===== config.mk =====
export PLATFORM = sky130hd
export DESIGN_NAME = mem_port_arbiter
export DESIGN_NICKNAME = d
export VERILOG_FILES = /design/src/rtl/mem_port_arbiter_pkg.sv /design/src/rtl/mem_port_arbiter_pick.sv /design/src/rtl/mem_port_arbiter.sv
export SDC_FILE = /design/constraint.sdc
export NUM_CORES = 1
export LEC_CHECK = 0
export CAP_MARGIN = 15
export CORE_MARGIN = 4
export CORE_UTILIZATION = 41
export DETAILED_ROUTE_END_ITERATION = 8
export GPL_ROUTABILITY_DRIVEN = 0
export PLACE_DENSITY = 0.84
export SLEW_MARGIN = 20
export SYNTH_ARGS = -nofsm -noshare
export SYNTH_HDL_FRONTEND = slang
export SYNTH_HIERARCHICAL = 1
export SYNTH_SLANG_ARGS = --single-unit

===== constraint.sdc =====
create_clock -name clk -period 2.4 [get_ports clk]
set_clock_uncertainty 0.2 [all_clocks]
set_input_delay 0.48 -clock clk [delete_from_list [all_inputs] [get_ports clk]]
set_output_delay 0.48 -clock clk [all_outputs]
set_load 0.01 [all_outputs]

===== src/rtl/mem_port_arbiter_pkg.sv =====
// Shared definitions for the unified memory port arbiter: FSM and owner
// encodings, default widths and latency limits.
package mem_port_arbiter_pkg;

    localparam int ADDR_W_DEF  = 32;
    localparam int DATA_W_DEF  = 32;
    localparam int LATENCY_DEF = 2;
    localparam int LATENCY_MAX = 15;
    localparam int CNT_W       = 4;

    typedef enum logic {
        ST_IDLE   = 1'b0,
        ST_ACCESS = 1'b1
    } state_e;

    typedef enum logic {
        OWN_IF = 1'b0,
        OWN_D  = 1'b1
    } owner_e;

endpackage


===== src/rtl/mem_port_arbiter_pick.sv =====
// Combinational winner selection between fetch and data requesters.
// MEM_PORT_ARB_RR_EN selects round-robin; otherwise data beats fetch.
module mem_port_arb_pick
    import mem_port_arbiter_pkg::*;
(
    input  logic   if_req_i,
    input  logic   d_req_i,
`ifdef MEM_PORT_ARB_RR_EN
    input  owner_e last_own_i,
`endif
    output logic   valid_o,
    output owner_e owner_o
);

    always_comb begin
        valid_o = if_req_i | d_req_i;
        owner_o = OWN_D;
`ifdef MEM_PORT_ARB_RR_EN
        // On contention the port that did not win last time goes first.
        if (if_req_i && d_req_i) begin
            owner_o = (last_own_i == OWN_D) ? OWN_IF : OWN_D;
        end else if (if_req_i) begin
            owner_o = OWN_IF;
        end
`else
        if (if_req_i && !d_req_i) begin
            owner_o = OWN_IF;
        end
`endif
    end

endmodule


===== src/rtl/mem_port_arbiter.sv =====
// Shares one fixed-latency single-port memory between instruction fetch and
// data access. Optional round-robin arbitration via MEM_PORT_ARB_RR_EN.
module mem_port_arbiter
    import mem_port_arbiter_pkg::*;
#(
    parameter int ADDR_W  = ADDR_W_DEF,
    parameter int DATA_W  = DATA_W_DEF,
    parameter int LATENCY = LATENCY_DEF
) (
    input  logic              clk,
    input  logic              reset,
    input  logic              if_req,
    input  logic [ADDR_W-1:0] if_addr,
    output logic              if_gnt,
    output logic              if_rvalid,
    output logic [DATA_W-1:0] if_rdata,
    input  logic              d_req,
    input  logic              d_we,
    input  logic [ADDR_W-1:0] d_addr,
    input  logic [DATA_W-1:0] d_wdata,
    output logic              d_gnt,
    output logic              d_rvalid,
    output logic [DATA_W-1:0] d_rdata,
    output logic              mem_en,
    output logic              mem_we,
    output logic [ADDR_W-1:0] mem_addr,
    output logic [DATA_W-1:0] mem_wdata,
    input  logic [DATA_W-1:0] mem_rdata,
    output logic              busy
);

    // Valid LATENCY is 1..LATENCY_MAX so the reload fits the 4-bit counter.
    localparam logic [CNT_W-1:0] CNT_INIT = CNT_W'(LATENCY - 1);

    state_e            state_q, state_d;
    owner_e            owner_q, owner_d;
    logic [CNT_W-1:0]  cnt_q, cnt_d;
    logic              if_gnt_q, if_gnt_d;
    logic              d_gnt_q, d_gnt_d;
    logic              if_rvalid_q, if_rvalid_d;
    logic              d_rvalid_q, d_rvalid_d;
    logic [DATA_W-1:0] if_rdata_q, if_rdata_d;
    logic [DATA_W-1:0] d_rdata_q, d_rdata_d;
    logic              mem_en_q, mem_en_d;
    logic              mem_we_q, mem_we_d;
    logic [ADDR_W-1:0] mem_addr_q, mem_addr_d;
    logic [DATA_W-1:0] mem_wdata_q, mem_wdata_d;

    logic   pick_valid;
    owner_e pick_owner;

`ifdef MEM_PORT_ARB_RR_EN
    owner_e last_q, last_d;
`endif

    mem_port_arb_pick u_pick (
        .if_req_i   (if_req),
        .d_req_i    (d_req),
`ifdef MEM_PORT_ARB_RR_EN
        .last_own_i (last_q),
`endif
        .valid_o    (pick_valid),
        .owner_o    (pick_owner)
    );

    always_comb begin
        state_d     = state_q;
        owner_d     = owner_q;
        cnt_d       = cnt_q;
        if_gnt_d    = 1'b0;
        d_gnt_d     = 1'b0;
        if_rvalid_d = 1'b0;
        d_rvalid_d  = 1'b0;
        if_rdata_d  = if_rdata_q;
        d_rdata_d   = d_rdata_q;
        mem_en_d    = 1'b0;
        mem_we_d    = mem_we_q;
        mem_addr_d  = mem_addr_q;
        mem_wdata_d = mem_wdata_q;
`ifdef MEM_PORT_ARB_RR_EN
        last_d      = last_q;
`endif
        case (state_q)
            ST_IDLE: begin
                if (pick_valid) begin
                    state_d  = ST_ACCESS;
                    owner_d  = pick_owner;
                    cnt_d    = CNT_INIT;
                    mem_en_d = 1'b1;
`ifdef MEM_PORT_ARB_RR_EN
                    last_d   = pick_owner;
`endif
                    if (pick_owner == OWN_D) begin
                        d_gnt_d     = 1'b1;
                        mem_we_d    = d_we;
                        mem_addr_d  = d_addr;
                        mem_wdata_d = d_wdata;
                    end else begin
                        if_gnt_d    = 1'b1;
                        mem_we_d    = 1'b0;
                        mem_addr_d  = if_addr;
                    end
                end
            end
            ST_ACCESS: begin
                // Requests are ignored here; a losing requester keeps req held.
                if (cnt_q == '0) begin
                    state_d = ST_IDLE;
                    if (owner_q == OWN_D) begin
                        d_rvalid_d = 1'b1;
                        d_rdata_d  = mem_rdata;
                    end else begin
                        if_rvalid_d = 1'b1;
                        if_rdata_d  = mem_rdata;
                    end
                end else begin
                    cnt_d = cnt_q - 1'b1;
                end
            end
            default: state_d = ST_IDLE;
        endcase
    end

    always_ff @(posedge clk or negedge reset) begin
        if (!reset) begin
            state_q     <= ST_IDLE;
            owner_q     <= OWN_IF;
            cnt_q       <= '0;
            if_gnt_q    <= 1'b0;
            d_gnt_q     <= 1'b0;
            if_rvalid_q <= 1'b0;
            d_rvalid_q  <= 1'b0;
            if_rdata_q  <= '0;
            d_rdata_q   <= '0;
            mem_en_q    <= 1'b0;
            mem_we_q    <= 1'b0;
            mem_addr_q  <= '0;
            mem_wdata_q <= '0;
        end else begin
            state_q     <= state_d;
            owner_q     <= owner_d;
            cnt_q       <= cnt_d;
            if_gnt_q    <= if_gnt_d;
            d_gnt_q     <= d_gnt_d;
            if_rvalid_q <= if_rvalid_d;
            d_rvalid_q  <= d_rvalid_d;
            if_rdata_q  <= if_rdata_d;
            d_rdata_q   <= d_rdata_d;
            mem_en_q    <= mem_en_d;
            mem_we_q    <= mem_we_d;
            mem_addr_q  <= mem_addr_d;
            mem_wdata_q <= mem_wdata_d;
        end
    end

`ifdef MEM_PORT_ARB_RR_EN
    always_ff @(posedge clk or negedge reset) begin
        if (!reset) begin
            last_q <= OWN_D;
        end else begin
            last_q <= last_d;
        end
    end
`endif

    assign if_gnt    = if_gnt_q;
    assign d_gnt     = d_gnt_q;
    assign if_rvalid = if_rvalid_q;
    assign d_rvalid  = d_rvalid_q;
    assign if_rdata  = if_rdata_q;
    assign d_rdata   = d_rdata_q;
    assign mem_en    = mem_en_q;
    assign mem_we    = mem_we_q;
    assign mem_addr  = mem_addr_q;
    assign mem_wdata = mem_wdata_q;
    // busy is the registered FSM state, so it doubles as the state observer.
    assign busy      = (state_q == ST_ACCESS);

endmodule


# Word-level counts from Yosys, hierarchy flattened
# Cells that the tools add are included.
dict set report word_totals {
  out_inout_bits 135
  inputBits 133
  ff_bits 140
  wordCells 49
}
dict set report op_classes {
  muxes 21
  eq_ne 2
  add_sub_neg 1
  reduce_logical 8
  bitwise_logic 4
}
# op n
set ops {}
lappend ops {{$mux 32} 1}
lappend ops {{$mux 1} 16}
lappend ops {{$reduce_and 3->1} 3}
lappend ops {{$mux 4} 2}
lappend ops {{$pmux 4 s2} 1}
lappend ops {{$logic_not 4->1} 1}
lappend ops {{$ne 2x2->1 const B} 2}
lappend ops {{$reduce_and 2->1} 2}
lappend ops {{$sub 4x1->4 const B} 1}
lappend ops {{$not 1->1} 3}
lappend ops {{$pmux 1 s2} 1}
lappend ops {{$logic_and 1x1->1} 1}
lappend ops {{$logic_not 1->1} 1}
lappend ops {{$or 1x1->1} 1}

# Longest topological paths before layout
dict set report depth {
  depth_word 5
  mapped_depth 8
  mapped_depth_nobuf 5
}

# Hierarchy
# Netlist, hierarchy kept.
# mod instances seq_area_each_um2 cells_each area_each_um2
set modules_own_cells {}
lappend modules_own_cells {mem_port_arbiter 1 3503.4 384 5607.9}
lappend modules_own_cells {mem_port_arb_pick 1 0.0 2 12.5}

# Worst setup path before layout
# No wires, ideal clock.
dict set report synth_path {
  kind {input to register}
  start {in d_req}
  end {reg mem_wdata_q[10], in the netlist mem_wdata[10]}
  t_arrival_ps 1642
  n_path_buf 3
  stages 8
  path_slack_ps 433
  t_required_ps 2075
  setup_ps 125
  cell_sequence {or2_1 nand2b_1 buf_4 inv_2 and2_1 buf_6 buf_6 mux2_4}
}
dict set report synth_via {
  elab_chain_len 4
  word_cells_on_any_way 5
  classes_between {bitwise: 2; reduce/logical: 3}
}
# item line
set synth_lines {}
lappend synth_lines {{from (decl)} mem_port_arbiter.sv:17} ;# input logic d_req,
lappend synth_lines {{$logic_not 1->1} mem_port_arbiter_pick.sv:26} ;# if (if_req_i && !d_req_i) begin
lappend synth_lines {{$logic_and 1x1->1} mem_port_arbiter_pick.sv:26}
lappend synth_lines {{$not 1->1 (no source line)} --}
lappend synth_lines {{$reduce_and 3->1 (no source line) (*)} --}
lappend synth_lines {{to (signal assigned)} mem_port_arbiter.sv:152} ;# mem_wdata_q <= mem_wdata_d;
lappend synth_lines {{to (decl)} mem_port_arbiter.sv:47} ;# logic [DATA_W-1:0] mem_wdata_q, mem_wdata_d;
# Mark *: on every way between the ends. The rest lies on a longest branch, timed or not.
# A chain may end at the register's enable or synchronous reset.

# Worst setup path after layout
dict set report layout_path {
  start {reg state_q, in the netlist busy}
  end {out busy}
}
# item line
set layout_rtl {}
lappend layout_rtl {{from (decl)} mem_port_arbiter.sv:35} ;# state_e state_q, state_d;
lappend layout_rtl {{from (signal assigned)} mem_port_arbiter.sv:140} ;# state_q <= state_d;
lappend layout_rtl {{to (decl)} mem_port_arbiter.sv:29} ;# output logic busy
# No word-level cell between the ends.

==> results.py <==
metrics = {
    "clocking": {
        "cts_root_buf": "clkbuf_16",
        "clock_latency_ns": 0.39,
        "h-tree-depth": 4,
        "cts_buffer_depth": 2,
        "cts_buffers": 17,
        "clock_sinks": 140,
        "cts_tree": "done",
        "cts.clk_slew.worst_paths_ns": 0.06,
    },
    "timing": {
        "fin_crit_sh_pct": 88.8,
        "tightest_slew_ns": 0.568,
        "layout_min_cycle_time_ns": 2.13,
        "slew_headroom_pct": 62.1,
        "max_freq_mhz": 469,
        "finalHoldViolations": 0,
        "rsz0062_at_grt": "false",
        "finalSetupViolCount": 0,
        "setup_tns_ns": 0,
        "finalMaxSlewViolations": 0,
    },
    "power_and_ir_drop": {
        "p_leak_nw": 4.06,
        "switchingPower_w": 0.00361,
        "p_int_w": 0.00871,
        "power_frac_clock_pct": 23.0,
        "swShare_pct": 29.3,
        "combPwrFrac_pct": 42.8,
        "pwr-share-seq_pct": 34.2,
        "powerDensity_mw_per_mm2": 1340,
        "ir_drop_mv": 0.544,
    },
    "floorplan": {
        "die_area_mm2": 0.0156,
        "ios": 268,
        "start_util_pct": 42.1,
        "die_x_um": 125,
        "rows": 42,
        "core_area_mm2": 0.0133,
        "die_h_um": 125,
    },
    "synthesis": {
        "yosysWarnings": 6,
        "yosysSeqAreaShare_pct": 62.3,
        "postSynthAreaPerCell_um2": 14.6,
        "syn-cell-area_mm2": 0.00562,
        "ys_seq_elements": 140,
        "syn_nets": 521,
        "synth.distinct_cells": 25,
        "syn-instance-count": 386,
    },
    "final_layout": {
        "drive_gt1_share_pct": 21.0,
        "final.fill_count": 965,
        "synthToLayoutAreaGrowth_pct": 63.1,
        "nets": 793,
        "n_antenna_cell": 0,
        "instances_no_fill": 846,
    },
    "flow_run": {
        "maxCapViolations": 0,
    },
    "worst_setup_path": {
        "cp_slowest_stage_delay_ns": 0.60,
        "crit_path_cell_trace": "clkdlybuf4s50_1",
        "worst_ep_arrival_time_ns": 1.45,
        "slowest_stage": "clkdlybuf4s50_1",
        "cp.required_ns": 1.72,
        "path_delay_family": "buffers and inverters",
        "crit_path_max_fanout": 7,
        "end_kind": "primary output",
        "worstSetupStartpointType": "flip-flop",
        "setup.worst_path.class": "reg -> out",
        "worst-path-buf-inv": 1,
    },
    "worst_hold_path": {
        "hold_path.class": "reg -> reg",
    },
    "route": {
        "wl_met1_um": 5540,
        "drtIter0Drc": 127,
        "wl_met2_um": 7810,
        "drc": 0,
        "num_vias": 4004,
        "viasPerCell": 4.73,
        "ant_nets": 0,
        "wl_um": 14700,
        "wl_met3_um": 1050,
        "wl_per_cell_um": 17.4,
        "top_layer": "met4",
        "firstDrtPassIters": 4,
    },
    "placement": {
        "dp_hpwl_um": 11100,
        "dp.cells": 814,
        "port_buffers": 267,
    },
    "global_routing": {
        "grt_pass1_vias": 4477,
        "track_usage_pct": 18.8,
        "grt-ovfl-total": 0,
        "grt_max_degree": 86,
        "antenna_found_initial": 0,
        "grt_pass1_wl_um": 23400,
    },
    "run_status": {
        "status": "finished clean",
    },
}
## cell families after synthesis
group | Yosys count | synth area share, %
compound gates | 37 | 3.41
xor+xnor | 1 | 0.156
fa+ha+maj | 2 | 0.445
buf+inv | 27 | 2.78
flops | 140 | 62.3
mux | 130 | 27.1
simple gates | 49 | 3.78
## power by group through the flow
stage               Sequential (W)  Clock, W  Combinational (W)
floorplan                  0.00468         0            0.00180
finish                     0.00421   0.00283            0.00528
global placement           0.00417         0            0.00518
CTS                        0.00422   0.00290            0.00537
global route               0.00436   0.00300            0.00563
detailed placement         0.00423         0            0.00535
## through the flow
| step | power (W) | setup WS [ns] | util (%) | cell area, um2 | hold WS (ns) |
|---|---|---|---|---|---|
| after floorplan | 0.00649 | 0.433 | - | 5620 | -0.0156 |
| after global placement | 0.00935 | 0.0619 | 63.7 | 8510 | 0.261 |
| after detailed placement | 0.00958 | 0.0190 | 63.7 | 8510 | 0.270 |
| after CTS | 0.0125 | 0.183 | 68.7 | 9160 | 0.283 |
| after global routing | 0.0130 | 0.199 | 68.7 | 9170 | 0.307 |
| final | 0.0123 | 0.270 | 68.7 | 9170 | 0.278 |
## routing by layer
layer  track usage (%)  vias up
li1                  -     1882
met1              20.2     1933
met2              34.2      163
met3              6.52       26
met4              7.08        0
met5                 0        -
## cells in the mapped netlist
library cell,number,area share [%]
xnor2_1,1,0.16
buf_6,4,0.80
clkbuf_1,7,0.47
dfrtp_1,140,62
nor2_1,3,0.20
or2_1,1,0.11
mux2_2,69,14
and3b_1,1,0.16
nor3_1,1,0.089
buf_4,4,0.53
nor3b_1,1,0.13
ha_1,2,0.45
buf_2,8,0.71
and2_1,1,0.11
a22o_1,1,0.16
inv_1,3,0.20
inv_2,1,0.067
o21ai_0,35,3.1
nand2_1,35,2.3
mux2_4,27,7.2
mux2i_1,34,6.1
nand2b_1,4,0.45
nor2b_1,1,0.11
nand3_1,1,0.089
a21o_1,1,0.13
## layout by cell type (no fill, tap or decap), types with 3 or more instances in the layout
master,instances
bufinv_16,5
mux2_2,69
nand2_1,35
buf_4,3
mux2_4,27
clkdlybuf4s50_1,266
nor2_1,3
clkbuf_16,17
dfrtp_1,140
clkinv_2,3
mux2i_1,34
inv_1,3
buf_12,5
o21ai_0,35
## timing repair
action / 4_1_cts / 5_1_grt
buffers inserted: 0 / 0
endpoints found under the setup margin: 0 / 26
endpoints found under the hold margin: 140 / 0
hold buffers: 1 / 0
gates resized for setup: 0 / 1
## layout make-up
cell class / instances / area (um2) / area share, %
Inverter: 4 / 15.0 / 0.164
Clock buffer: 20 / 457 / 4.98
Multi-Input combinational cell: 219 / 1980 / 21.6
Clock inverter: 11 / 190 / 2.07
Sequential cell: 140 / 3500 / 38.2
Timing Repair Buffer: 276 / 2810 / 30.6
Tap cell: 176 / 220 / 2.40
## registers in the layout (all words and copies together) (netlist names), 4 cells and up
name,count
d_rdata,32
if_rdata,32
mem_addr,32
mem_wdata,32
cnt_q,4
## worst paths after layout
kind | slack (ns) | from | cells after the start | to
worst max-delay path | 0.27 | busy | 1 | busy
worst min-delay path | 0.28 | mem_addr[21] | 2 | mem_addr[21]
worst max register to register | 0.34 | cnt_q[0] | 6 | if_rdata[10]
worst min register to register | 0.28 | mem_addr[21] | 2 | mem_addr[21]
max in group asynchronous | 1.13 | reset | 3 | cnt_q[2]
min in group asynchronous | 0.45 | reset | 3 | d_rdata[31]
## worst reg2reg max path, cell delays in order, from the launching register on
cell	delay, ns
dfrtp_1	0.40
inv_1	0.09
ha_1	0.14
nor3b_2	0.24
and3b_1	0.26
buf_12	0.23
mux2_2	0.38
Power figures use the tool's default switching activity.
